`config.mk`:
```
export PLATFORM = sky130hd
export DESIGN_NAME = gcd_sched
export DESIGN_NICKNAME = d
export VERILOG_FILES = /design/src/rtl/gcd_pkg.sv /design/src/rtl/gcd_sched_rr_arbiter.sv /design/src/rtl/gcd_sched.sv
export SDC_FILE = /design/constraint.sdc
export NUM_CORES = 1
export LEC_CHECK = 0
export CORE_MARGIN = 8
export CORE_UTILIZATION = 48
export CTS_BUF_LIST = sky130_fd_sc_hd__clkbuf_16
export CTS_CLUSTER_DIAMETER = 120
export DETAILED_ROUTE_END_ITERATION = 10
export GPL_TIMING_DRIVEN = 0
export PLACE_DENSITY_LB_ADDON = 0.12
export SLEW_MARGIN = 20
export SYNTH_ARGS = -nofsm -noshare
export SYNTH_HDL_FRONTEND = slang
export SYNTH_SLANG_ARGS = --single-unit
```
`constraint.sdc`:
```
create_clock -name CLK -period 5.5 [get_ports CLK]
set_input_delay 1.1 -clock CLK [delete_from_list [all_inputs] [get_ports CLK]]
set_output_delay 1.1 -clock CLK [all_outputs]
set_load 0.1 [all_outputs]
```
`src/rtl/gcd_pkg.sv`:
```
// Shared types and defaults for the GCD engine scheduler.
package gcd_pkg;

    typedef enum logic [1:0] {
        IDLE  = 2'd0,
        ISSUE = 2'd1,
        WAIT  = 2'd2,
        RESP  = 2'd3
    } sched_state_t;

    localparam int GCD_W       = 8;
    localparam int GCD_TMO_CYC = 64;

endpackage

```
`src/rtl/gcd_sched_rr_arbiter.sv`:
```
// Combinational round-robin arbiter: first set request at or after i_ptr wins.
module rr_arbiter #(
    parameter int N_REQ = 4,
    parameter int IW    = $clog2(N_REQ)
) (
    input  logic [N_REQ-1:0] i_req,
    input  logic [IW-1:0]    i_ptr,
    output logic [N_REQ-1:0] o_gnt,
    output logic [IW-1:0]    o_idx,
    output logic             o_any
);

    always_comb begin
        o_gnt = '0;
        o_idx = '0;
        o_any = 1'b0;
        for (int k = 0; k < N_REQ; k++) begin
            if (!o_any && i_req[(int'(i_ptr) + k) % N_REQ]) begin
                o_any = 1'b1;
                o_gnt[(int'(i_ptr) + k) % N_REQ] = 1'b1;
                o_idx = IW'((int'(i_ptr) + k) % N_REQ);
            end
        end
    end

endmodule

```
`src/rtl/gcd_sched.sv`:
```
// Shares a single GCD engine among N_REQ requesters with round-robin grants,
// result return via one-cycle ACK, and a sticky watchdog for a hung engine.
module gcd_sched
    import gcd_pkg::*;
#(
    parameter int N_REQ   = 4,
    parameter int W       = GCD_W,
    parameter int TMO_CYC = GCD_TMO_CYC
) (
    input  logic                     CLK,
    input  logic                     RST_N,
    input  logic [N_REQ-1:0]         REQ,
    input  logic [N_REQ*W-1:0]       REQ_A,
    input  logic [N_REQ*W-1:0]       REQ_B,
    output logic [N_REQ-1:0]         ACK,
    output logic [W-1:0]             RES_Y,
    output logic                     RES_ERR,
    output logic [$clog2(N_REQ)-1:0] RES_ID,
    output logic                     BUSY,
    output logic                     HANG,
    output logic                     ENG_START,
    output logic [W-1:0]             ENG_A,
    output logic [W-1:0]             ENG_B,
    input  logic [W-1:0]             ENG_Y,
    input  logic                     ENG_DONE,
    input  logic                     ENG_ERROR
);

    localparam int IW = $clog2(N_REQ);
    localparam int CW = $clog2(TMO_CYC + 1);

    sched_state_t     r_state;
    sched_state_t     w_state_nxt;
    logic [IW-1:0]    r_rr_ptr;
    logic [IW-1:0]    r_id;
    logic [W-1:0]     r_a;
    logic [W-1:0]     r_b;
    logic [W-1:0]     r_res_y;
    logic             r_res_err;
    logic             r_hang;
    logic [CW-1:0]    r_wdog;

    logic [N_REQ-1:0] w_gnt;
    logic [IW-1:0]    w_idx;
    logic             w_any;
    logic             w_grant;
    logic             w_tmo;
    logic [W-1:0]     w_op_a;
    logic [W-1:0]     w_op_b;

    rr_arbiter #(
        .N_REQ (N_REQ),
        .IW    (IW)
    ) u_arb (
        .i_req (REQ),
        .i_ptr (r_rr_ptr),
        .o_gnt (w_gnt),
        .o_idx (w_idx),
        .o_any (w_any)
    );

    assign w_grant = (r_state == IDLE) && w_any && !r_hang;
    // The cycle in which the counter would reach TMO_CYC is the last WAIT cycle.
    assign w_tmo   = (r_wdog >= CW'(TMO_CYC - 1));

    always_comb begin
        w_op_a = '0;
        w_op_b = '0;
        for (int i = 0; i < N_REQ; i++) begin
            if (w_gnt[i]) begin
                w_op_a = REQ_A[i*W +: W];
                w_op_b = REQ_B[i*W +: W];
            end
        end
    end

    always_ff @(posedge CLK or negedge RST_N) begin
        if (!RST_N) begin
            r_state <= IDLE;
        end else begin
            r_state <= w_state_nxt;
        end
    end

    always_comb begin
        w_state_nxt = r_state;
        ACK         = '0;
        ENG_START   = 1'b0;
        BUSY        = (r_state != IDLE);
        case (r_state)
            IDLE: begin
                if (w_grant) begin
                    w_state_nxt = ISSUE;
                end
            end
            ISSUE: begin
                ENG_START   = 1'b1;
                w_state_nxt = WAIT;
            end
            WAIT: begin
                if (ENG_DONE || w_tmo) begin
                    w_state_nxt = RESP;
                end
            end
            RESP: begin
                ACK[r_id]   = 1'b1;
                w_state_nxt = IDLE;
            end
            default: w_state_nxt = IDLE;
        endcase
    end

    always_ff @(posedge CLK or negedge RST_N) begin
        if (!RST_N) begin
            r_rr_ptr  <= '0;
            r_id      <= '0;
            r_a       <= '0;
            r_b       <= '0;
            r_res_y   <= '0;
            r_res_err <= 1'b0;
            r_hang    <= 1'b0;
            r_wdog    <= '0;
        end else begin
            if (w_grant) begin
                r_a      <= w_op_a;
                r_b      <= w_op_b;
                r_id     <= w_idx;
                r_rr_ptr <= (w_idx == IW'(N_REQ - 1)) ? '0 : w_idx + 1'b1;
            end
            if (r_state == ISSUE) begin
                r_wdog <= '0;
            end
            // DONE takes priority over a coincident timeout.
            if (r_state == WAIT) begin
                if (ENG_DONE) begin
                    r_res_y   <= ENG_ERROR ? '0 : ENG_Y;
                    r_res_err <= ENG_ERROR;
                end else begin
                    if (r_wdog != CW'(TMO_CYC)) begin
                        r_wdog <= r_wdog + 1'b1;
                    end
                    if (w_tmo) begin
                        r_res_y   <= '0;
                        r_res_err <= 1'b1;
                        r_hang    <= 1'b1;
                    end
                end
            end
        end
    end

    assign RES_Y   = r_res_y;
    assign RES_ERR = r_res_err;
    assign RES_ID  = r_id;
    assign HANG    = r_hang;
    assign ENG_A   = r_a;
    assign ENG_B   = r_b;

endmodule

```
; ---- Yosys cells after proc, flatten, opt, wreduce, memory -nomap -nowiden
; Cells that the tools add are included.
[classes]
add_sub_neg = 5
multipliers = 0
div_mod_pow = 0
magnitude_cmp = 11
eq_ne = 7
n_shift = 0
mux = 56
bitwise_logic = 7
reduce_logical = 24
[op_table]
columns = cell, count
row1 = $mux 8, 11
row2 = $mux 7, 4
row3 = $mux 4, 5
row4 = $mux 1, 19
row5 = $mux 2, 7
row6 = $lt 3x4->1 const B, 3
row7 = $or 4x4->4, 3
row8 = $demux 1 s2, 5
row9 = $logic_and 1x1->1, 10
row10 = $ge 3x1->1 const B, 3
row11 = $bmux 1 s2, 4
row12 = $pmux 2 s4, 1
row13 = $add 7x1->7 const B, 1
row14 = $ge 7x6->1 const B, 1
row15 = $ne 7x7->1 const B, 1
row16 = $eq 2x2->1 const B, 3
row17 = $lt 2x3->1 const B, 2
row18 = $reduce_or 2->1, 3
row19 = $add 2x1->2 const B, 2
row20 = $add 2x2->2 const B, 2
row21 = $ge 2x1->1 const B, 2
row22 = $logic_not 1->1, 4
row23 = $ne 2x2->1 const B, 2
row24 = $reduce_and 2->1, 2
row25 = 7 further kinds, 10
[totals]
regBits = 39
latchBits = 0
ramBits = 0
romBits = 0
inputBits = 80
word_cells = 119
n_memories = 0

; ---- Depth between registers and ports, before layout
; Gate-level depths: netlist of run 1.
[logic_depth]
ltp_word = 18
ltp_mapped = 14

; ---- Hierarchy
; A second synthesis of run 1 with hierarchy kept.
[hier_totals]
hier_cells = 327
hier_area_um2 = 2884.0
[modules_own_cells]
columns = module, instances, cells_each, area_per_inst_um2
row1 = gcd_sched, 1, 282, 2461.1
row2 = rr_arbiter, 1, 45, 422.9

; ---- Worst setup path after synthesis of run 1
; No wires, ideal clock.
[synth_timing]
path_type = flip-flop to output port
start = reg r_id[1], in the netlist RES_ID[1]
end = out ACK[0]
t_arrival_ns = 3.130
slack_ns = 1.270
path_stages_with_launch = 2
path_buffers = 0
cell_sequence = dfrtp_1 -> nor3b_1
[synth_via]
elab_chain_cells = 5
word_cells_on_any_way = 6
classes_between = order compare: 2 / mux: 3 / reduce/logical: 1
[synth_lines]
columns = element, line
row1 = from (decl), gcd_sched.sv:35  ; logic [IW-1:0] r_id;
row2 = from (signal assigned), gcd_sched.sv:127  ; r_id <= w_idx;
row3 = $lt 2x3->1 (implied by the code) or $ge 2x1->1 (tied branches), gcd_sched.sv:106  ; ACK[r_id] = 1'b1;
row4 = $logic_and 1x1->1 (implied by the code), gcd_sched.sv:106
row5 = $mux 1 (implied by the code), gcd_sched.sv:106
row6 = $demux 1 s2 *, gcd_sched.sv:106
row7 = $mux 4 *, gcd_sched.sv:90  ; case (r_state)
row8 = to (decl), gcd_sched.sv:15  ; output logic [N_REQ-1:0] ACK,
; Mark *: on every way between the ends. The rest lies on a longest branch, timed or not.

; ---- Worst setup path in the final report of run 1
[layout_timing]
start = reg r_rr_ptr[1]
end = reg r_b[5], in the netlist ENG_B[5]
[layout_via]
elab_chain_cells = 17
word_cells_on_any_way = 63
classes_between = add/sub: 3 / order compare: 8 / mux: 31 / bitwise: 6 / reduce/logical: 15
[layout_lines]
columns = element, line
row1 = from (decl), gcd_sched.sv:34  ; logic [IW-1:0] r_rr_ptr;
row2 = from (signal assigned), gcd_sched.sv:128  ; r_rr_ptr <= (w_idx == IW'(N_REQ - 1)) ? '0 : w_idx + 1'b1;
row3 = $add 2x1->2, "gcd_sched_rr_arbiter.sv:18, gcd_sched_rr_arbiter.sv:20"
row4 = $reduce_or 2->1 (no line), -
row5 = $and 1x1->1 (no line), -
row6 = $lt 3x4->1 (implied by the code) or $ge 3x1->1 (tied branches), gcd_sched_rr_arbiter.sv:20  ; o_gnt[(int'(i_ptr) + k) % N_REQ] = 1'b1;
row7 = $logic_and 1x1->1 (implied by the code), gcd_sched_rr_arbiter.sv:20
row8 = $mux 1 (implied by the code), gcd_sched_rr_arbiter.sv:20
row9 = $demux 1 s2, -
row10 = $or 4x4->4 (no line), -
row11 = $mux 4, gcd_sched_rr_arbiter.sv:18  ; if (!o_any && i_req[(int'(i_ptr) + k) % N_REQ]) begin
row12 = $or 4x4->4 (no line), -
row13 = $mux 4, gcd_sched_rr_arbiter.sv:18
row14 = $or 4x4->4 (no line), -
row15 = $mux 4, gcd_sched_rr_arbiter.sv:18
row16 = $mux 8 (4 in series), gcd_sched.sv:70  ; if (w_gnt[i]) begin
row17 = to (signal assigned), gcd_sched.sv:126  ; r_b <= w_op_b;
row18 = to (decl), gcd_sched.sv:37  ; logic [W-1:0] r_b;
; Parallel ways exist; a longest one is shown, timed or not. The select of a mux whose other input is x is not followed.
; A chain may end at the register's enable or synchronous reset.

==> results of run 1 <==
[flip-flops by register name, summed over array words and instances (netlist names), named ones only]
register  flops
r_state       2
RES_ID        2
HANG          1
RES_ERR       1
RES_Y         8
ENG_B         8
ENG_A         8
r_wdog        7
r_rr_ptr      1
[cell type report]
type | count | area, um2
clock inverters | 3 | 38.8
clock buffers | 5 | 125
well taps | 75 | 93.8
repair buffers | 111 | 1120
fillers | 477 | 1590
inverters | 27 | 101
multi-input cells | 252 | 1760
plain buffers | 26 | 148
flip-flops and latches | 39 | 976
[routing by layer]
layer / track usage [%] / routed length, um / share of wire [%] / vias up
met2: 34.8 / 4710 / 50 / 91
met4: 7.15 / 130 / 1.4 / 0
li1: - / - / - / 1493
met3: 3.02 / 460 / 4.9 / 6
met5: 0 / 0 / 0 / -
met1: 25.2 / 4080 / 43 / 1434
[path summary, 6_finish.rpt]
path	startpoint	slack (ns)	end	depth (start not counted)
max	r_rr_ptr[1]	1.85	ENG_B[5]	13
min	RES_Y[6]	0.51	RES_Y[6]	1
max reg2reg	r_rr_ptr[1]	1.85	ENG_B[5]	13
min reg2reg	RES_Y[6]	0.51	RES_Y[6]	1
max in group asynchronous	RST_N	4.24	ENG_A[2]	2
min in group asynchronous	RST_N	0.79	r_wdog[2]	1
[synthesized netlist by cell type, drive strengths merged (2+ instances only)]
master | count | area, um2
nand2 | 40 | 150
dfrtp | 39 | 976
inv | 27 | 101
nor2 | 26 | 100
a21boi | 17 | 128
o211ai | 17 | 128
o31ai | 17 | 128
a31oi | 16 | 100
o2bb2ai | 16 | 140
clkbuf | 14 | 53.8
ha | 14 | 175
o21ai | 14 | 70.1
buf | 12 | 93.8
a22o | 9 | 80.1
a21oi | 7 | 46.3
mux2i | 5 | 50.1
a21o | 4 | 30.0
nand2b | 4 | 25.0
and2 | 3 | 18.8
and3 | 3 | 18.8
and3b | 3 | 26.3
mux2 | 3 | 33.8
mux4 | 3 | 67.6
nand4 | 3 | 18.8
nor3b | 3 | 22.5
a211oi | 2 | 15.0
a221o | 2 | 20.0
a31o | 2 | 17.5
nand3 | 2 | 10.0
nor2b | 2 | 12.5
o21bai | 2 | 15.0
or3b | 2 | 20.0
[through the flow]
step,power [W],utilization (%),instance area (um2)
6_report,0.00316,73.2,4360
5_1_grt,0.00333,73.2,4360
4_1_cts,0.00316,73.2,4360
3_5_place_dp,0.00282,70.5,4200
3_3_place_gp,0.00277,70.1,4180
2_1_floorplan,0.00226,-,2980
[placed cells by master, fill, tap and decap left out, types with 7 or more instances in the layout]
cell type / n
a21boi_1: 16
a22o_1: 8
a31oi_1: 16
buf_2: 7
clkbuf_1: 13
clkdlybuf4s50_1: 109
dfrtp_1: 39
ha_1: 14
inv_1: 27
nand2_1: 40
nor2_1: 25
o211ai_1: 17
o21ai_0: 10
o2bb2ai_1: 16
o31ai_1: 17
[cell families after synthesis]
logic type	Yosys count	share of synthesized area (%)
XOR/XNOR	1	0.294
multiplexers	11	5.08
AND/OR/NAND/NOR	95	15.0
adder cells (fa/ha/maj)	14	5.88
buffers and inverters	53	8.35
flip-flops	39	32.7
AO/OA/AOI/OAI	131	32.6
[worst reg2reg max path, delay by kind of cell, from the launching register on]
kind                     cells  cell delay, ns
AND/OR/NAND/NOR              2            0.38
AO/OA/AOI/OAI                3            0.48
buffers and inverters        6            1.35
flip-flops                   1            0.46
adder cells (fa/ha/maj)      1            0.32
multiplexers                 1            0.52
[power groups by stage]
stage          combinational (W)  sequential (W)  clock, W
6_report                 0.00232        0.000513  0.000325
2_1_floorplan            0.00106         0.00120         0
5_1_grt                  0.00246        0.000526  0.000340
3_5_place_dp             0.00231        0.000512         0
4_1_cts                  0.00232        0.000512  0.000331
3_3_place_gp             0.00226        0.000506         0
==> metrics.md, run 1 <==
| Metric | Value |
|---|---|
| Status | finished, final reports clean |
| DR vias | 3,024 |
| Sw Share | 57.1% |
| Cts hold-fix bufs | 0 |
| Slowest stage delay, CP | 0.52 ns |
| Fin cells | 538 |
| Synth async-reset ratio | 100% |
| Leak pwr | 1.87 nW |
| Post-route setup TNS | 0 ns |
| Pwr Density | 724 nW/um2 |
| CTS tree | yes |
| Gpl congestion | 0.886 |
| Die width | 94.8 um |
| Post-CTS resize count | 0 |
| DPL Wire Length | 7350 um |
| Clk network pwr share | 10.3% |
| CTS HTree Levels | 2 |
| Clock Sinks | 39 |
| Place WS | 1.70 ns |
| Vias in the first global route | 3,007 |
| Slew Limit Fails | 0 |
| Gr usage total | 20.3% |
| Endpoints failing setup | 0 |
| Type of the worst setup path | register to register |
| Endpoints failing hold | 0 |
| Antenna viol nets, final | 0 |
| Crit path time final | 3.65 ns |
| Post-Syn Instances | 344 |
| Reg clk slew, reported paths | 0.06 ns |
| Diodes inserted | 0 |
| Buffers on Ports | 110 |
| CP Buf/Inv Count | 6 |
| First-pass GRT wire length | 14,600 um |
| CP max stage cell | mux4_2 |
| Combinational power share | 73.4% |
| CTS Buf Count | 5 |
| Final wirelength | 9370 um |
| Critical Path End Type | register |
| Post-Syn Nets | 438 |
| Clock Skew | 0.00616 ns |
| Placed cells | 530 |
| Fmax | 274 MHz |
| Mapped Area | 2980 um2 |
| Mapped Avg Cell Area | 8.66 um2 |
| Ports | 114 |
| Worst Path Required | 5.65 ns |
| Post-route setup slack | 1.85 ns |
| Drt drc | 0 |
| Peak supply drop | 0.520 mV |
| Nets | 556 |
| Total die area | 8990 um2 |
| Rows | 28 |
| Sequential share of the synthesized area | 32.7% |
| Via density | 5.62 |
| Worst slew margin | 31.5% |
| RSZ-0062 raised after global routing | no |
| Period utilisation layout | 66.4% |
| Worst slew pin tran | 1.02 ns |
| DR iter-0 viols | 115 |
| HP Class | register to register |
| Initial antenna violation count | 0 |
| Wire length per cell | 17.4 um |
| Later-pin clock latency in the skew report | 0.28 ns |
| Ys Warns | 0 |
| Max cap viols | 0 |
| Pin count of the biggest net entering global routing | 21 |
| Clock buffer depth | 2 |
| Primary FF master, synth | dfrtp_1 |
| CP top delay family | buffers and inverters |
| DR pass1 iterations | 5 |
| Ratio of cells with drive above 1 in the final layout | 7.56% |
| Synthesis-to-layout area growth | 46.3% |
| CP Cell Sequence | clkbuf_1, inv_1, ha_1, buf_6, mux4_2, buf_6, nand2_1, o21ai_1, a221o_1, clkbuf_1, nor2_2, buf_2, a31oi_1 |
| Synth Register Bits | 39 |
| Fin Hold WS | 0.507 ns |
| GR Overflow Total | 0 |
| Overall die height | 94.8 um |
| Startpoint Class | register |
| Worst path arrival time | 3.80 ns |
| Root Driver | clkbuf_16 |
| Total internal power | 0.00136 W |
| Starting density of the core | 50.0% |
| Post-CTS Repair Setup Buffers | 0 |
| Crit-path max FO | 10 |
| Core box area | 5960 um2 |
| Reg power frac | 16.3% |
| Switch Pwr | 0.00180 W |
| Number of synthesized flops with an enable pin | 0 |
| Unique masters post-synth | 53 |
Note: power is estimated with default switching activity, not from simulation.
==> run 2, diff against run 1 <==
Settings changed: CORE_UTILIZATION 48 to 40.
Clock period 5.5 ns to 3.3 ns, I/O delays scaled along.
==> metrics.md, run 2 (synthesized netlist as in run 1, its figures left out) <==
| Metric | Value |
|---|---|
| CTS tree | yes (unchanged) |
| Total die area | 10,500 um2 (was 8990 um2) |
| Gpl congestion | 0.832 (was 0.886) |
| R2r worst-path depth | 14 (was 13) |
| Later-pin clock latency in the skew report | 0.28 ns (about the same) |
| Root Driver | clkbuf_16 (unchanged) |
| Worst Path Required | 3.45 ns (was 5.65 ns) |
| CTS Buf Count | 5 (unchanged) |
| Max cap viols | 0 (unchanged) |
| Ratio of cells with drive above 1 in the final layout | 10.9% (was 7.56%) |
| Antenna viol nets, final | 0 (unchanged) |
| Clock Skew | 0.00396 ns (was 0.00616 ns) |
| Clock Sinks | 39 (unchanged) |
| DR iter-0 viols | 110 (was 115) |
| Initial antenna violation count | 0 (unchanged) |
| GR Overflow Total | 0 (unchanged) |
| Period utilisation layout | 96.1% (was 66.4%) |
| First-pass GRT wire length | 14,600 um (about the same) |
| Diodes inserted | 0 (unchanged) |
| Slew Limit Fails | 0 (unchanged) |
| Crit path top cell by count | buf_6 |
| Starting density of the core | 41.1% (was 50.0%) |
| Fmax | 315 MHz (was 274 MHz) |
| Startpoint Class | register (unchanged) |
| DR pass1 iterations | 4 (was 5) |
| Commonest non-fill, non-tap cell in the layout | clkdlybuf4s50_1 (unchanged) |
| Endpoints failing hold | 0 (unchanged) |
| Type of the worst setup path | register to register (unchanged) |
| Rows | 31 (was 28) |
| End of the worst register-to-register path | ENG_A[5] (was ENG_B[5]) |
| Layout Utilization | 62.0% (was 73.2%) |
| Worst slew pin tran | 1.03 ns (was 1.02 ns) |
| Peak supply drop | 0.389 mV (was 0.520 mV) |
| Critical Path End Type | register (unchanged) |
| Reg clk slew, reported paths | 0.06 ns (about the same) |
| HP Class | input port to async pin (was register to register) |
| Fillers | 651 (was 477) |
| Buffers on Ports | 110 (unchanged) |
| DPL Wire Length | 7350 um (about the same) |
| Worst path arrival time | 3.32 ns (was 3.80 ns) |
| Fin cells | 568 (was 538) |
| CP Cell Sequence | buf_6, buf_8, inv_2, ha_1, buf_6, mux4_2, buf_6, nand2_1, a21oi_4, or3_1, buf_4, buf_6, o211ai_1, a31oi_1 (was clkbuf_1, inv_1, ha_1, buf_6, mux4_2, buf_6, nand2_1, o21ai_1, a221o_1, clkbuf_1, nor2_2, buf_2, a31oi_1) |
| Nets | 562 (was 556) |
| Via density | 5.24 (was 5.62) |
| DR vias | 2,976 (was 3,024) |
| Endpoints failing setup | 0 (unchanged) |
| Die width | 102 um (was 94.8 um) |
| Gr usage total | 17.5% (was 20.3%) |
| R2R Setup Slk | 0.13 ns (was 1.85 ns) |
| Wire length per cell | 16.3 um (was 17.4 um) |
| Status | finished, final reports clean (unchanged) |
| Clock buffer depth | 2 (unchanged) |
| Leak pwr | 1.93 nW (was 1.87 nW) |
| Synthesis-to-layout area growth | 50.9% (was 46.3%) |
| Overall die height | 102 um (was 94.8 um) |
| Ports | 114 (unchanged) |
| CTS HTree Levels | 2 (unchanged) |
| Most frequent cells in the layout | clkdlybuf4s50_1, nand2_1, dfrtp_1 (unchanged) |
| Vias in the first global route | 2,876 (was 3,007) |
| Placed cells | 554 (was 530) |
| Slowest stage delay, CP | 0.53 ns (was 0.52 ns) |
| Pwr Density | 1200 nW/um2 (was 724 nW/um2) |
| Pin count of the biggest net entering global routing | 23 (was 21) |
| CP max stage cell | mux4_2 (unchanged) |
| CP Buf/Inv Count | 7 (was 6) |
| Worst slew margin | 31.3% (was 31.5%) |
| Crit-path max FO | 10 (unchanged) |
| Core box area | 7250 um2 (was 5960 um2) |
| CP top delay family | buffers and inverters (unchanged) |
| Final wirelength | 9250 um (was 9370 um) |
| Drt drc | 0 (unchanged) |
| Crit path time final | 3.17 ns (was 3.65 ns) |
[run 2: area by class of cell]
cell class	count	area (um2)	share of cell area, %
clock inverters	3	43.8	0.974
plain buffers	25	166	3.70
flip-flops and latches	39	978	21.8
multi-input cells	252	1780	39.6
well taps	99	124	2.75
clock buffers	5	125	2.78
inverters	27	101	2.25
repair buffers	118	1180	26.2
[run 2: what timing repair did]
action	4_1_cts	5_1_grt
resized for setup	9	7
hold endpoints to repair	0	0
buffers inserted	1	6
gates cloned	0	0
pin swaps	1	2
setup endpoints to repair	16	14
hold buffers	0	0
[run 2: routing by layer]
metal / track usage (%) / wire length (um)
met1: 23.4 / 4290
met2: 28.2 / 4350
met3: 2.93 / 512
met4: 4.85 / 107
met5: 0 / 0
[run 2: where the power goes]
| group | total [W] | leakage, nW | switching (W) | internal [W] |
|---|---|---|---|---|
| clock network | 0.000544 | 0.0838 | 0.000188 | 0.000356 |
| registers | 0.000843 | 0.477 | 0.000147 | 0.000696 |
| logic | 0.00399 | 1.37 | 0.00269 | 0.00130 |
| total | 0.00538 | 1.93 | 0.00303 | 0.00235 |
[run 2: worst max-delay path by stage]
| stage | end | depth (start not counted) |
|---|---|---|
| finish | ENG_A[5] | 14 |
| global route | ENG_A[5] | 14 |
| CTS | ENG_A[5] | 14 |
| detailed placement | ENG_A[5] | 13 |
| global placement | ENG_A[5] | 13 |
| floorplan | ENG_A[0] | 13 |
[run 2: through the flow]
| stage | total power (W) | area, um2 | setup slack [ns] | setup TNS [ns] | hold WS [ns] |
|---|---|---|---|---|---|
| CTS | 0.00532 | 4430 | 0.0402 | 0 | 0.337 |
| finish | 0.00538 | 4500 | 0.127 | 0 | 0.326 |
| global placement | 0.00467 | 4210 | -0.297 | -3.47 | 0.487 |
| detailed placement | 0.00472 | 4230 | -0.314 | -3.72 | 0.491 |
| global route | 0.00572 | 4500 | -0.00104 | -0.00104 | 0.363 |
| floorplan | 0.00377 | 2990 | 0.197 | 0 | 0.364 |
[run 2: worst reg2reg max path: stages (launching register included)]
cell	delay [ns]
dfrtp_2	0.38
buf_6	0.12
buf_8	0.12
inv_2	0.06
ha_1	0.28
buf_6	0.12
mux4_2	0.53
buf_6	0.16
nand2_1	0.10
a21oi_4	0.09
or3_1	0.37
buf_4	0.17
buf_6	0.13
o211ai_1	0.28
a31oi_1	0.13
==> run 3, diff against run 2 <==
Settings changed: RECOVER_POWER set to 100.
==> metrics.md, run 3 (synthesized netlist as in run 1, its figures left out) <==
| Metric | Value |
|---|---|
| Ports | 114 (unchanged) |
| CP top delay family | buffers and inverters (unchanged) |
| Diodes inserted | 0 (unchanged) |
| Max cap viols | 0 (unchanged) |
| Ratio of cells with drive above 1 in the final layout | 10.2% (was 10.9%) |
| CTS tree | yes (unchanged) |
| Endpoints failing setup | 0 (unchanged) |
| Vias in the first global route | 2,876 (unchanged) |
| Die width | 102 um (unchanged) |
| Period utilisation layout | 96.4% (was 96.1%) |
| Pwr Density | 1190 nW/um2 (was 1200 nW/um2) |
| Leak pwr | 1.93 nW (about the same) |
| CTS HTree Levels | 2 (unchanged) |
| Clock buffer depth | 2 (unchanged) |
| Slew Limit Fails | 0 (unchanged) |
| Worst path arrival time | 3.33 ns (was 3.32 ns) |
| Later-pin clock latency in the skew report | 0.28 ns (about the same) |
| Clock Skew | 0.00406 ns (was 0.00396 ns) |
| Gr usage total | 17.5% (unchanged) |
| Crit-path max FO | 10 (unchanged) |
| Endpoints failing hold | 0 (unchanged) |
| Worst Path Required | 3.45 ns (about the same) |
| Root Driver | clkbuf_16 (unchanged) |
| Crit path top cell by count | buf_6 (unchanged) |
| First-pass GRT wire length | 14,600 um (unchanged) |
| Critical Path End Type | register (unchanged) |
| Most frequent cells in the layout | clkdlybuf4s50_1, nand2_1, dfrtp_1 (unchanged) |
| CTS Buf Count | 5 (unchanged) |
| Status | finished, final reports clean (unchanged) |
| Total die area | 10,500 um2 (unchanged) |
| Buffers on Ports | 110 (unchanged) |
| CP Cell Sequence | buf_6, buf_8, inv_2, ha_1, buf_6, mux4_2, buf_6, nand2_1, a21oi_4, or3_1, buf_4, buf_6, o211ai_1, a31oi_1 (unchanged) |
| Final wirelength | 9230 um (was 9250 um) |
| Commonest non-fill, non-tap cell in the layout | clkdlybuf4s50_1 (unchanged) |
| Peak supply drop | 0.390 mV (was 0.389 mV) |
| Reg clk slew, reported paths | 0.06 ns (about the same) |
| Nets | 562 (unchanged) |
| Via density | 5.23 (was 5.24) |
| Antenna viol nets, final | 0 (unchanged) |
| Startpoint Class | register (unchanged) |
| Gpl congestion | 0.832 (unchanged) |
| Worst slew margin | 24.3% (was 31.3%) |
| Post-route setup slack | 0.120 ns (was 0.127 ns) |
| Type of the worst setup path | register to register (unchanged) |
| Crit path time final | 3.18 ns (was 3.17 ns) |
| Initial antenna violation count | 0 (unchanged) |
| Pin count of the biggest net entering global routing | 23 (unchanged) |
| GR Overflow Total | 0 (unchanged) |
| Place WS | -0.314 ns (unchanged) |
| Clock Sinks | 39 (unchanged) |
| Cts hold-fix bufs | 0 (unchanged) |
| Slowest stage delay, CP | 0.53 ns (about the same) |
| Worst slew pin tran | 1.14 ns (was 1.03 ns) |
| CP Buf/Inv Count | 7 (unchanged) |
| Wire length per cell | 16.3 um (about the same) |
| Layout Utilization | 61.6% (was 62.0%) |
| Fmax | 314 MHz (was 315 MHz) |
| DR pass1 iterations | 4 (unchanged) |
| CP max stage cell | mux4_2 (unchanged) |
| DPL Wire Length | 7350 um (unchanged) |
| DR vias | 2,969 (was 2,976) |
| Starting density of the core | 41.1% (unchanged) |
| Fillers | 656 (was 651) |
| HP Class | register to register (was input port to async pin) |
| Synthesis-to-layout area growth | 49.9% (was 50.9%) |
| Core box area | 7250 um2 (unchanged) |
| Rows | 31 (unchanged) |
| Overall die height | 102 um (unchanged) |
| DR iter-0 viols | 113 (was 110) |
| Drt drc | 0 (unchanged) |
[run 3: cell types whose count changed in the layout (fill, tap and decap cells not counted)]
| cell | before | now |
|---|---|---|
| dlygate4sd3_1 | 0 | 29 |
| clkbuf_1 | 9 | 11 |
| o21ai_1 | 4 | 3 |
| clkdlybuf4s50_1 | 109 | 80 |
| buf_2 | 5 | 4 |
| a211oi_1 | 1 | 2 |
| buf_16 | 1 | 0 |
| o21ai_0 | 10 | 11 |
| a211oi_2 | 1 | 0 |
[run 3: path summary, 6_finish.rpt]
kind / startpoint / endpoint / slack, ns / cells after the start
worst max register to register: register / ENG_A[5] / 0.12 / 14
max in group asynchronous: RST_N / ENG_A[6] / 1.24 / 2
worst min register to register: RES_Y[5] / RES_Y[5] / 0.50 / 1
worst min-delay path: RES_Y[5] / RES_Y[5] / 0.50 / 1
worst max-delay path: register / ENG_A[5] / 0.12 / 14
min in group asynchronous: RST_N / r_wdog[3] / 0.51 / 1
[run 3: power breakdown]
group	leakage [nW]	internal (W)	total, W	switching [W]
Sequential	0.477	0.000696	0.000836	0.000140
Clock	0.0838	0.000356	0.000543	0.000187
Combinational	1.37	0.00123	0.00392	0.00269
[run 3: final cells by class]
| cell class | count | area (um2) | area share, % |
|---|---|---|---|
| multi-input combinational | 252 | 1780 | 39.8 |
| timing repair buffer | 118 | 1150 | 25.8 |
| sequential | 39 | 978 | 21.9 |
| buffer | 25 | 166 | 3.73 |
| clock buffer | 5 | 125 | 2.80 |
| tap | 99 | 124 | 2.77 |
| inverter | 27 | 101 | 2.27 |
| clock inverter | 3 | 43.8 | 0.980 |
[run 3: timing repair]
item / 4_1_cts / 5_1_grt
pin swaps: 1 / 2
setup endpoints to repair: 16 / 14
endpoints found under the hold margin: 0 / 0
buffers inserted: 1 / 6
gates resized for setup: 9 / 7
[run 3: layer usage]
| layer | wire [um] | vias to the layer above | GRT usage, % |
|---|---|---|---|
| li1 | - | 1499 | - |
| met1 | 4290 | 1371 | 23.4 |
| met2 | 4360 | 90 | 28.2 |
| met3 | 470 | 9 | 2.93 |
| met4 | 107 | 0 | 4.85 |
| met5 | 0 | - | 0 |
[run 3: metrics by stage]
step	hold slack (ns)	area (um2)	TNS, ns	total power [W]	instances
2_1_floorplan	0.364	2990	0	0.00377	344
4_1_cts	0.337	4430	0	0.00532	562
3_3_place_gp	0.487	4210	-3.47	0.00467	553
6_report	0.500	4470	0	0.00530	568
5_1_grt	0.510	4470	-0.00104	0.00565	568
3_5_place_dp	0.491	4230	-3.72	0.00472	554
[run 3: worst register-to-register path: cells and delay by family, from the launching register on]
kind / cells / cell delay, ns
compound gates: 3 / 0.49
fa+ha+maj: 1 / 0.28
buf+inv: 7 / 0.88
flops: 1 / 0.39
simple gates: 2 / 0.47
mux: 1 / 0.53
